===== src/rtl/toggle_event_decoder.sv =====
// Toggle-encoded event receiver: samples a toggle vector and presents the lanes that flipped as valid/ready event words.
// Optional macro TOGGLE_DEC_SYNC_EN adds a 2-stage input synchronizer (one extra cycle of latency).
module toggle_event_decoder #(
   parameter int SIZE  = 4,
   parameter int DELAY = 3,
   parameter int CNT_W = 8
) (
   input  logic             clk,
   input  logic             reset,
   input  logic [SIZE-1:0]  toggles_in,
   input  logic             en,
   output logic             evt_valid,
   output logic [SIZE-1:0]  evt_data,
   input  logic             evt_ready,
   output logic [SIZE-1:0]  ovf,
   input  logic             ovf_clr,
   output logic [CNT_W-1:0] xfer_cnt
);

   // state   | meaning
   // IDLE    | no event word held, evt_valid=0
   // HOLD    | event word held in evt_data, evt_valid=1
   typedef enum logic {IDLE = 1'b0, HOLD = 1'b1} state_t;

   state_t           state_q, state_d;
   logic [SIZE-1:0]  s_q, s_d;
   logic [SIZE-1:0]  ref_q, ref_d;
   logic [SIZE-1:0]  data_q, data_d;
   logic [SIZE-1:0]  ovf_q, ovf_d;
   logic [CNT_W-1:0] cnt_q, cnt_d;
   logic [SIZE-1:0]  pend;
   logic             load;
   logic             xfer;

   // DELAY only shifts register updates in delay-annotated simulation; updates here are zero-delay.
   if (DELAY < 0) begin : g_neg_delay
   end

`ifdef TOGGLE_DEC_SYNC_EN
   logic [SIZE-1:0] sync1_q, sync1_d;

   assign sync1_d = toggles_in;
   assign s_d     = sync1_q;

   always_ff @(posedge clk) begin
      if (reset) sync1_q <= '0;
      else       sync1_q <= sync1_d;
   end
`else
   assign s_d = toggles_in;
`endif

   always_comb begin
      pend    = s_q ^ ref_q;
      xfer    = (state_q == HOLD) && evt_ready;
      load    = en && (|pend) && ((state_q == IDLE) || evt_ready);
      state_d = state_q;
      ref_d   = ref_q;
      data_d  = data_q;
      cnt_d   = cnt_q + CNT_W'(xfer);
      if (load) begin
         state_d = HOLD;
         data_d  = pend;
         ref_d   = s_q;
      end else if (xfer) begin
         state_d = IDLE;
      end
      // A second flip on a still-pending lane cancels the first; a same-cycle load captures it instead.
      ovf_d = (ovf_clr ? '0 : ovf_q) | ((s_d ^ s_q) & pend & {SIZE{~load}});
   end

   always_ff @(posedge clk) begin
      if (reset) begin
         state_q <= IDLE;
         s_q     <= '0;
         ref_q   <= '0;
         data_q  <= '0;
         ovf_q   <= '0;
         cnt_q   <= '0;
      end else begin
         state_q <= state_d;
         s_q     <= s_d;
         ref_q   <= ref_d;
         data_q  <= data_d;
         ovf_q   <= ovf_d;
         cnt_q   <= cnt_d;
      end
   end

   assign evt_valid = (state_q == HOLD);
   assign evt_data  = data_q;
   assign ovf       = ovf_q;
   assign xfer_cnt  = cnt_q;

endmodule


===== config.mk =====
export PLATFORM = sky130hd
export DESIGN_NAME = toggle_event_decoder
export DESIGN_NICKNAME = d
export VERILOG_FILES = /design/src/rtl/toggle_event_decoder.sv
export SDC_FILE = /design/constraint.sdc
export NUM_CORES = 1
export LEC_CHECK = 0
export BUFFER_PORTS_ARGS = -buffer_cell sky130_fd_sc_hd__buf_2
export CAP_MARGIN = 10
export CORE_MARGIN = 5
export CORE_UTILIZATION = 50
export CTS_CLUSTER_SIZE = 30
export DETAILED_ROUTE_END_ITERATION = 7
export PLACE_DENSITY = 0.79
export SYNTH_ARGS = -nofsm -noshare
export SYNTH_HDL_FRONTEND = slang
export SYNTH_SLANG_ARGS = --single-unit

===== constraint.sdc =====
create_clock -name clk -period 3.46 [get_ports clk]
set_clock_uncertainty 0.1 [all_clocks]
set_input_delay 0.346 -clock clk [delete_from_list [all_inputs] [get_ports clk]]
set_output_delay 0.346 -clock clk [all_outputs]
set_load 0.01 [all_outputs]

# Word-level counts from Yosys, hierarchy flattened
# Cells that the tools add are included.
# word_totals
register_bits	25
output_inout_bits	17
# classes
bitwise_logic	7
reduce_logical	6
mux	3
n_addsub	1
# ops
op	n
$add A8 B1 Y8	1
$and A4 B4 Y4	2
$xor A4 B4 Y4	2
$mux W4	1
$or A4 B4 Y4	1
$reduce_or A4 Y1	1
$logic_and A1 B1 Y1	3
$mux W1	2
$not A1 Y1	2
$reduce_bool A2 Y1	1
$logic_or A1 B1 Y1	1

# Depth between registers and ports, before layout
# logic_depth
word_depth	7
depth_mapped	6

# Worst setup path before layout
# Ideal clock, no wire load.
# synth_path
path_type	register to register
start	register state_q, in the netlist evt_valid
end	register cnt_q[6], in the netlist xfer_cnt[6]
path_slack_ps	1902
required_ps	3289
path_buffers	0
period_less_slack_ps	1558
arrival_ps	1387
path_stages_with_launch	7
path_cell_list	dfxtp_1 -> and2_1 -> ha_1 -> ha_1 -> nand2_1 -> or3_1 -> a21oi_1
# synth_between
elab_chain_cells	2
# synth_rtl
item	line	text
start, declared	25	state_t state_q, state_d;
start signal, assigned	81	state_q <= state_d;
$logic_and A1 B1 Y1	55	xfer = (state_q == HOLD) && evt_ready;
$add A8 B1 Y8	60	cnt_d = cnt_q + CNT_W'(xfer);
end signal, assigned	86	cnt_q <= cnt_d;
end, declared	30	logic [CNT_W-1:0] cnt_q, cnt_d;
# No other way between the ends.
# A chain may end at the register's enable or synchronous reset.

# Final worst setup path
# Same ends and word-level chain as after synthesis.

==> impl_metrics.csv <==
group,metric,value,unit
status,status,"completed",
logic_synthesis,syn-num-nets,133,
setup_path,rrSetupSlack,1.84,ns
setup_path,critical_path.top_delay_family,"simple AND/OR/NAND/NOR gates",
route,dr.pass1.iters,5,
floorplanning,std_cell_rows,17,
clock_network,cts_num_sinks,25,
sta,period_minus_slack,1.62,ns
logic_synthesis,synth_area,0.00111,mm2
clock_network,cts_setup_buffers,0,
clock_network,clock_latency,0.30,ns
setup_path,start_kind,"register",
finish,nets,157,
logic_synthesis,synthCells,122,
global_routing,grt_use_met1,17.0,%
placed_design,place.gp.congestion,0.755,
power_and_ir_drop,p_leak,0.000518,uW
sta,setup_viol,0,
floorplanning,die_x,57.1,um
setup_path,cp.arrival,1.76,ns
floorplanning,fp.dieH,57.1,um
global_routing,grt_pass1_vias,907,
placed_design,post-dp-hpwl,1670,um
worst_hold_path,worstHoldPathType,"in -> reg",
global_routing,grt_pass1_wl,3780,um
sta,slew_headroom,54.2,%
global_routing,use_met3,3.39,%
clock_network,cts_resized,0,
sta,setup_tns,0,ns
logic_synthesis,synth-seq-cells,25,
logic_synthesis,ys_types,24,
setup_path,critPathKind,"reg -> reg",
placed_design,port_buffers,25,
floorplanning,ios,26,
clock_network,path_clk_slew,0.13,ns
finish,fill_cells,209,
clock_network,ctsHoldBuffers,0,
global_routing,grt-ovfl-total,0,
route,first_iter_violations,15,
flow_run,max_cap_violations,0,
route,via_per_inst,5.51,
clock_network,clock_path_buffers,2,
power_and_ir_drop,power_density,389,mW/mm2
floorplanning,die_area,0.00326,mm2
clock_network,clockRootBuffer,"clkbuf_4",
global_routing,antenna_found_initial,0,
route,drc,0,
sta,hold_violations,0,
setup_path,crit_fanout,4,
global_routing,globalRouteTotalUtil,13.8,%
sta,finalCritPeriodShare,46.9,%
global_routing,met2_usage,24.1,%
finish,num_antenna_cells,0,
setup_path,cp.required,3.60,ns
global_routing,busiest_layer,"met2",
logic_synthesis,syn_area_per_cell,9.08,um2
finish,syn2layout_area_growth,14.3,%
logic_synthesis,ys_warn_count,0,
setup_path,cpMaxStageDelayCell,"dfxtp_1",
global_routing,grt_max_degree,26,
route,ant_nets,0,
floorplanning,fp.coreArea,0.00217,mm2
logic_synthesis,yosysSeqAreaShare,45.2,%
clock_network,htreeDepth,1,
clock_network,cts_tree,"yes",
sta,drv_slew,0,
route,vias,954,
route,routed_wl,2230,um
finish,post-route-util,58.4,%
sta,worst-slew-pin-transition,0.686,ns
clock_network,cts_buffers,3,
floorplanning,initial_utilization,51.0,%
sta,timing.fmax,0.616,GHz
power_and_ir_drop,peakVddDrop,0.239,mV
route,routedWlPerCell,12.9,um
sta,grt_setup_unrepaired,"false",
finish,drive_gt1_share,20.7,%
setup_path,crit_chain,"and2_1, ha_1, ha_1, nand2_1, or3_1, a21oi_1",
setup_path,end_kind,"register",
setup_path,slowest_delay,0.37,ns
setup_path,worst_path_most_repeated_cell,"ha_1",
setup_path,worst-path-buf-inv,0,
flip-flops by register name, summed over array words and instances (netlist names):
signal     flops
evt_valid      1
ref_q          4
s_q            4
xfer_cnt       8
ovf            4
evt_data       4
synthesized netlist by cell type (all sizes together):
cell type	number	area, um2
dfxtp	25	500
a21oi	12	60.1
nand3	11	65.1
o21ai	11	55.1
nor2b	7	43.8
xor2	6	52.6
nand2b	5	31.3
nand4	5	31.3
xnor2	5	43.8
a31oi	4	25.0
and3b	4	35.0
nor3b	4	30.0
o22ai	4	25.0
buf	3	15.0
clkbuf	3	12.5
nor2	3	11.3
or3	3	18.8
ha	2	25.0
nand2	2	7.51
and2	1	6.26
inv	1	3.75
o41ai	1	8.76
cell families (layout without fill, tap and decap cells):
logic type | count (synthesis) | count (layout) | share of synthesized area, %
AOI/OAI and AO/OA | 32 | 32 | 15.7
xor gates and xnor gates | 11 | 11 | 8.70
adders and majority gates | 2 | 2 | 2.26
buffers and inverters | 7 | 30 | 2.82
DFF | 25 | 25 | 45.2
and+or+nand+nor | 45 | 45 | 25.3
per-stage QoR:
step / hold slack (ns) / power, uW / worst slack, ns / std cells / instance area, um2
2_1_floorplan: 0.318 / 355 / 1.90 / 122 / 1110
3_3_place_gp: 0.352 / 373 / 1.81 / 169 / 1240
3_5_place_dp: 0.361 / 376 / 1.76 / 169 / 1240
4_1_cts: 0.171 / 497 / 1.81 / 173 / 1270
5_1_grt: 0.169 / 520 / 1.65 / 173 / 1270
6_report: 0.173 / 493 / 1.84 / 173 / 1270
path summary, 6_finish.rpt:
path                                     from           to  depth (start not counted)
worst max register to register      evt_valid  xfer_cnt[6]                          6
worst min register to register         ovf[3]       ovf[3]                          2
worst max-delay path                evt_valid  xfer_cnt[6]                          6
worst min-delay path            toggles_in[3]       s_q[3]                          2
power breakdown:
group          switching [uW]  internal [uW]  total, uW
clock network            78.6           44.8        123
logic                    33.0           25.6       58.6
registers                11.2            300        311
total                     123            370        493
area by class of cell:
type                    count  area, um2  share of cell area, %
flip-flops and latches     25        500                   39.5
inverters                   1       3.75                  0.296
multi-input cells          90        576                   45.5
clock buffers               4       26.3                   2.08
well taps                  28       35.0                   2.77
repair buffers             25        125                   9.88
cells in the final DEF, fill, tap and decap left out, types with 4 or more instances in the layout:
master    instances
and3b_1           4
nand3_1           9
a31oi_1           4
buf_2            25
dfxtp_1          25
nor2b_1           7
o22ai_1           4
a21oi_1          12
xor2_1            6
nand2b_1          5
nor3b_1           4
o21ai_0          11
xnor2_1           5
nand4_1           5
layer usage:
layer / wire [um] / up-vias
met2: 1070 / 24
met4: 25 / 0
met1: 1030 / 445
met5: 0 / -
met3: 99 / 4
li1: - / 481
Power figures use the tool's default switching activity.
